File: src/rtl/irq_controller_pkg.sv
// Shared definitions for the interrupt front-end: FSM state encoding and default sizing.
package irq_controller_pkg;

  typedef enum logic [1:0] {
    IRQ_IDLE    = 2'd0,
    IRQ_REQ     = 2'd1,
    IRQ_SERVICE = 2'd2
  } irq_state_e;

  localparam int DEF_N_SRC       = 4;
  localparam int DEF_ID_W        = 2;
  localparam int DEF_SYNC_STAGES = 2;

endpackage

File: src/rtl/irq_sync_edge.sv
// Per-source synchroniser chain plus history flop; o_edge pulses one cycle on a synchronised 0->1.
// Latency: the edge is visible SYNC_STAGES-1 cycles after the first sampling clock.
module irq_sync_edge #(
  parameter int SYNC_STAGES = 2
) (
  input  logic clk,
  input  logic rst,
  input  logic i_irq,
  output logic o_edge
);

  logic [SYNC_STAGES-1:0] r_sync;
  logic                   r_prev;

  always_ff @(posedge clk) begin
    if (rst) begin
      r_sync <= '0;
      r_prev <= 1'b0;
    end else begin
      r_sync <= {r_sync[SYNC_STAGES-2:0], i_irq};
      r_prev <= r_sync[SYNC_STAGES-1];
    end
  end

  assign o_edge = r_sync[SYNC_STAGES-1] & ~r_prev;

endmodule

File: src/rtl/irq_controller.sv
// Interrupt front-end: synchronised edge capture, pending/mask registers, fixed-priority request FSM.
// Request rises SYNC_STAGES+1 clocks after a line is first sampled high; held until int_ack.
module irq_controller
  import irq_controller_pkg::*;
#(
  parameter int                N_SRC       = DEF_N_SRC,
  parameter int                SYNC_STAGES = DEF_SYNC_STAGES,
  parameter logic [N_SRC-1:0]  MASK_RST    = '0,
  parameter int                ID_W        = DEF_ID_W
) (
  input  logic             clk,
  input  logic             rst,
  input  logic [N_SRC-1:0] irq_in,
  input  logic             mask_we,
  input  logic [N_SRC-1:0] mask_wdata,
  input  logic             int_ack,
  input  logic             int_rti,
  output logic             int_sig,
  output logic [ID_W-1:0]  int_id,
  output logic             busy,
  output logic [N_SRC-1:0] pending_q,
  output logic [N_SRC-1:0] mask_q
);

  logic [N_SRC-1:0] w_edge;
  logic [N_SRC-1:0] w_eligible;
  logic [N_SRC-1:0] w_clr;
  logic [N_SRC-1:0] r_pending;
  logic [N_SRC-1:0] r_mask;
  logic [ID_W-1:0]  r_int_id;
  logic [ID_W-1:0]  w_int_id_nxt;
  irq_state_e       r_state;
  irq_state_e       w_state_nxt;

  // Lowest set bit wins; scanning downward lets the last hit be the highest priority.
  function automatic logic [ID_W-1:0] f_lowest(input logic [N_SRC-1:0] v);
    logic [ID_W-1:0] idx;
    idx = '0;
    for (int i = N_SRC - 1; i >= 0; i--) begin
      if (v[i]) idx = ID_W'(i);
    end
    return idx;
  endfunction

  for (genvar g = 0; g < N_SRC; g++) begin : g_src
    irq_sync_edge #(
      .SYNC_STAGES(SYNC_STAGES)
    ) u_sync_edge (
      .clk   (clk),
      .rst   (rst),
      .i_irq (irq_in[g]),
      .o_edge(w_edge[g])
    );
  end

  assign w_eligible = r_pending & ~r_mask;
  assign w_clr      = (r_state == IRQ_REQ && int_ack) ? (N_SRC'(1) << r_int_id) : '0;

  // New edge is OR-ed in after the clear so a same-cycle re-trigger survives the ack.
  always_ff @(posedge clk) begin
    if (rst) begin
      r_pending <= '0;
      r_mask    <= MASK_RST;
    end else begin
      r_pending <= (r_pending & ~w_clr) | w_edge;
      if (mask_we) r_mask <= mask_wdata;
    end
  end

  always_ff @(posedge clk) begin
    if (rst) begin
      r_state  <= IRQ_IDLE;
      r_int_id <= '0;
    end else begin
      r_state  <= w_state_nxt;
      r_int_id <= w_int_id_nxt;
    end
  end

  always_comb begin
    w_state_nxt  = r_state;
    w_int_id_nxt = r_int_id;
    unique case (r_state)
      IRQ_IDLE: begin
        if (|w_eligible) begin
          w_state_nxt  = IRQ_REQ;
          w_int_id_nxt = f_lowest(w_eligible);
        end
      end
      IRQ_REQ: begin
        if (int_ack) w_state_nxt = IRQ_SERVICE;
      end
      IRQ_SERVICE: begin
        if (int_rti) w_state_nxt = IRQ_IDLE;
      end
      default: w_state_nxt = IRQ_IDLE;
    endcase
  end

  assign int_sig   = (r_state == IRQ_REQ);
  assign busy      = (r_state == IRQ_SERVICE);
  assign int_id    = r_int_id;
  assign pending_q = r_pending;
  assign mask_q    = r_mask;

endmodule

File: config.mk
export PLATFORM = sky130hd
export DESIGN_NAME = irq_controller
export DESIGN_NICKNAME = d
export VERILOG_FILES = /design/src/rtl/irq_controller_pkg.sv /design/src/rtl/irq_sync_edge.sv /design/src/rtl/irq_controller.sv
export SDC_FILE = /design/constraint.sdc
export NUM_CORES = 1
export LEC_CHECK = 0
export BUFFER_PORTS_ARGS = -buffer_cell sky130_fd_sc_hd__buf_2
export CAP_MARGIN = 25
export CORE_ASPECT_RATIO = 1.75
export CORE_UTILIZATION = 35
export CTS_BUF_LIST = sky130_fd_sc_hd__clkbuf_8
export DETAILED_ROUTE_END_ITERATION = 6
export HOLD_SLACK_MARGIN = 0.02
export SYNTH_ARGS = -nofsm -noshare
export SYNTH_HDL_FRONTEND = slang
export SYNTH_HIERARCHICAL = 1
export SYNTH_SLANG_ARGS = --single-unit
export TNS_END_PERCENT = 20
File: constraint.sdc
create_clock -name clk -period 2.1 [get_ports clk]
set_clock_uncertainty 0.1 [all_clocks]
set_input_delay 0 -clock clk [delete_from_list [all_inputs] [get_ports clk]]
set_output_delay 0 -clock clk [all_outputs]
set_load 0.02 [all_outputs]
Yosys cells after proc, flatten, opt, wreduce, memory -nomap -nowiden --
Cells that the tools add are included.
Word-level totals: flip-flop bits (word level) 24, bits of input ports 13, word-level logic and storage cells 45, output and inout bits 12
Cells by class: bitwise operators 13, eq/ne operators 5, multiplexer cells 9, reduce and logical (&&, ||, !) cells 5, shift-type cells 1
Operators by type and width (number):
- $mux W2 | 7
- $and A4 B4 Y4 | 2
- $not A4 Y4 | 2
- $ne A2 B2 Y1 const B | 3
- $pmux W2 S3 | 1
- $and A1 B1 Y1 | 4
- $mux W4 | 1
- $not A1 Y1 | 4
- $or A4 B4 Y4 | 1
- $reduce_or A4 Y1 | 1
- $shl A1 B2 Y4 const A | 1
- $reduce_and A3 Y1 | 1
- $eq A2 B1 Y1 const B | 1
- $eq A2 B2 Y1 const B | 1
- $logic_not A2 Y1 | 1
- $reduce_and A2 Y1 | 1
- $logic_and A1 B1 Y1 | 1

Depth between registers and ports, before layout --
depth after elaboration 6, mapped depth 4

Cells and area by module --
Netlist, hierarchy kept.
Modules (own cells, without submodules):
- irq_controller | times used 1, seq. area each 240.2 um2, area each 531.8 um2, cells an instance 57
- irq_sync_edge | times used 4, seq. area each 60.1 um2, area each 87.6 um2, cells an instance 7

Worst setup path after synthesis --
OpenSTA, ideal clock, no wires.
path type reg-to-reg, start point reg r_state[0], end point reg r_pending[3], in the netlist pending_q[3], data required time 1.872 ns, setup time 0.128 ns, buffers on the path 0, arrival time 0.931 ns, path slack 0.941 ns, stages on the path, launching flop included 5, cell sequence dfxtp_1 -> nor2b_4 -> nand4_1 -> a21oi_1 -> nor2_1
Between the ends: word-level cells in the longest chain between the ends 6
RTL lines:
- start: declaration | line irq_controller.sv:32 | irq_state_e r_state;
- start signal: assignment | line irq_controller.sv:75 | r_state <= w_state_nxt;
- $eq A2 B1 Y1
- named net int_sig | line irq_controller.sv:18 | output logic int_sig,
- $logic_and A1 B1 Y1 | line irq_controller.sv:57 | assign w_clr = (r_state == IRQ_REQ && int_ack) ? (N_SRC'(1) << r_int_id) : '0;
- $mux W4 | line irq_controller.sv:57
- $not A4 Y4 | line irq_controller.sv:65 | r_pending <= (r_pending & ~w_clr) | w_edge;
- $and A4 B4 Y4 | line irq_controller.sv:65
- $or A4 B4 Y4 | line irq_controller.sv:65
- end signal: assignment | line irq_controller.sv:65
- end: declaration | line irq_controller.sv:28 | logic [N_SRC-1:0] r_pending;
The timed path passes the listed nets, and every way through them passes these cells. A chain may end at the register's enable or synchronous reset.

==> summary.txt <==
Setup path
  – Kind of critical path: primary input to register
  – Critical path fanouts, max: 1
  – Critical Path RT: 2.13 ns
  – Register-to-Register Setup Slack: 0.83 ns
  – CP Cell Sequence: dlygate4sd3_1 -> buf_2 -> mux2i_1 -> dlygate4sd3_1 -> nor2_1
  – Critical R2R Launch: mask_q[3]
  – Slowest CP cell: dlygate4sd3_1
  – Worst r2r path cells: 3
  – Crit path DAT: 1.38 ns
  – RR Endpoint: mask_q[3]
  – Top delay family on crit path: buffers and inverters
  – CP max stage delay: 0.56 ns
  – CP Capture Type: register
  – CP startpoint kind: primary input
  – CP most frequent cell: dlygate4sd3_1
  – CP bufs+invs: 3

Power
  – Combinational power share: 0.158
  – Final Total Pwr: 0.886 mW
  – Sequential share of power: 0.564
  – Psw: 0.206 mW
  – Peak VDD IR: 0.334 mV
  – Internal: 0.681 mW
  – Clk pwr share: 0.278
  – Switching Share: 0.232
  – Total power per unit cell area: 734 nW/um^2
  – Static Leak: 0.536 nW

Routing
  – DR vias: 687
  – Post-route ant nets: 0
  – Met1 wire length: 738 um
  – Routed wire length on met3: 58 um
  – Final WL: 1570 um
  – Wirelength per Cell: 10.6 um
  – Initial DRT Pass Iterations: 4
  – Met2 Routed Length: 757 um
  – Residual DRC: 0
  – Post-DR vias/cell: 4.61
  – DRT iter0 DRCs: 3
  – Max Used Layer: met4

Global route
  – First-pass GRT wire length: 2640 um
  – Initial antenna violation count: 0
  – Total track usage: 0.140
  – Grt total ovfl: 0
  – Vias in the first global route: 669
  – Largest net degree at the start of global routing: 26

STA
  – Final setup viols: 0
  – Post-layout min period: 1.35 ns
  – Setup_tns: 0 ns
  – Slew Viols, Final: 0
  – RSZ-0062 raised after global routing: false
  – Slew @ Worst Pin: 0.426 ns
  – Hold Violations, Final: 0
  – Setup ws final: 0.750 ns
  – Period utilisation layout: 0.643
  – Worst slew margin: 0.716
  – Max Freq: 741 MHz

Synth
  – Post-Syn Instances: 85
  – Netlist Area Pre-Place: 882 sq um
  – #FFs+latches synth: 24
  – Yosys cell types: 21
  – Mapped Nets: 98
  – Synth Warn #: 6
  – Syn_area_per_cell: 10.4 sq um
  – Post-synthesis sequential area ratio: 0.545

Min path
  – Worst hold endpoint: mask_q[1]
  – WHS Path Cells: 2
  – Hold Crit Start: rst
  – Hold WC Path Type: primary input to register

Placed design
  – Pre-CTS WS: 0.931 ns
  – Placed Instances: 132
  – RePlAce Congestion: 0.720
  – Dpl hpwl: 1120 um
  – Input/output buffers: 24

Die
  – Core Region: 2330 sq um
  – I/O pin count: 25
  – Die area: 2730 sq um
  – Row cnt: 23
  – Die X: 40.0 um
  – Height of the chip: 68.4 um
  – Starting density of the core: 0.378

Clock tree
  – Clock buffer depth: 2
  – CTS sink count: 24
  – # hold bufs at CTS: 14
  – CTS tree: yes
  – Clk_lat worst skew: 0.25 ns
  – Post-cts resize count: 0
  – CTS buffer count: 3
  – Clk root buf: clkbuf_8
  – Worst-path clk slew: 0.07 ns
  – H-tree levels: 1
  – Post-CTS setup buffer count: 0

Cells and area
  – Antenna Cells: 0
  – Final non-filler cell total: 149
  – Area Growth Syn to Fin: 36.9%
  – Share of cells above drive strength 1: 0.290
  – Layout net count: 139

Outcome
  – Status: completed

Flow run
  – Max-cap violations: 0
cell usage after synthesis:
| cell | number | share of area |
|---|---|---|
| nor2b_4 | 1 | 0.016 |
| buf_1 | 1 | 0.0043 |
| a211oi_1 | 1 | 0.0085 |
| dfxtp_1 | 24 | 0.54 |
| nand4_1 | 2 | 0.014 |
| nand2b_1 | 5 | 0.035 |
| nor2_1 | 10 | 0.043 |
| nand2_1 | 4 | 0.017 |
| clkbuf_1 | 1 | 0.0043 |
| nand2b_4 | 1 | 0.016 |
| o21ai_0 | 1 | 0.0057 |
| nor3_1 | 1 | 0.0057 |
| nor2b_1 | 13 | 0.092 |
| a21oi_1 | 5 | 0.028 |
| nand3b_1 | 1 | 0.0085 |
| mux2i_1 | 5 | 0.057 |
| nand4b_1 | 2 | 0.020 |
| and2b_2 | 1 | 0.0099 |
| nor4_2 | 1 | 0.014 |
| nor2b_2 | 4 | 0.040 |
| a2111oi_2 | 1 | 0.017 |
flip-flops by register name (all words and copies together), names as in the netlist:
register and count:
g_src.u_sync_edge/r_prev 4, g_src.u_sync_edge/r_sync 8, int_id 2, mask_q 4, pending_q 4, r_state 2
per-layer routing:
layer	up-vias	global-route usage
met3	2	0.0195
met5	-	0
met1	307	0.159
met2	18	0.236
li1	360	-
met4	0	0.0776
cell families (layout without fill, tap and decap cells):
kind of cell / count (synthesis) / after routing / synth area share
buffers and inverters: 2 / 41 / 0.00850
and+or+nand+nor: 46 / 46 / 0.330
muxes: 5 / 5 / 0.0567
DFF: 24 / 24 / 0.545
AOI/OAI and AO/OA: 8 / 8 / 0.0596
cell usage in the layout (no fill, tap or decap):
master,Yosys,final
a21oi_1,5,5
a211oi_1,1,1
nor2b_2,4,4
nor2_1,10,10
nand3b_1,1,1
nor2b_1,13,13
dfxtp_1,24,24
mux2i_1,5,5
clkbuf_8,0,3
and2b_2,1,1
nand2b_1,5,5
nand2b_4,1,1
o21ai_0,1,1
nand2_1,4,4
nor3_1,1,1
a2111oi_2,1,1
nor2b_4,1,1
nand4b_1,2,2
dlygate4sd3_1,0,14
nor4_2,1,1
nand4_1,2,2
buf_2,0,24
worst max-delay path by stage:
stage,from,to,slack (ns),depth (start not counted)
finish,mask_wdata[3],mask_q[3],0.75,5
global route,mask_wdata[3],mask_q[3],0.66,5
CTS,mask_wdata[1],mask_q[1],0.76,5
detailed placement,r_state[0],pending_q[3],0.93,4
global placement,r_state[0],pending_q[3],0.94,4
floorplan,r_state[0],pending_q[3],0.94,4
power by group through the flow:
stage	registers, mW	clock network, mW	logic [mW]
final	0.500	0.247	0.140
after global routing	0.503	0.275	0.155
after global placement	0.510	0	0.116
after CTS	0.500	0.259	0.141
after floorplan	0.520	0	0.0666
after detailed placement	0.511	0	0.118
metrics by stage:
| stage | area, sq um | util | hold slack [ns] |
|---|---|---|---|
| 2_1_floorplan | 882 | - | -0.0284 |
| 3_3_place_gp | 1030 | 0.440 | 0.107 |
| 3_5_place_dp | 1030 | 0.440 | 0.114 |
| 4_1_cts | 1210 | 0.518 | 0.0684 |
| 5_1_grt | 1210 | 0.518 | 0.0798 |
| 6_report | 1210 | 0.518 | 0.0619 |
layout make-up:
type | instances | area [sq um]
clock buffers | 3 | 41.3
multi-input cells | 59 | 394
well taps | 25 | 31.3
fillers | 217 | 1120
repair buffers | 38 | 260
flip-flops and latches | 24 | 480
No activity file was read; power rests on OpenSTA's default activity.
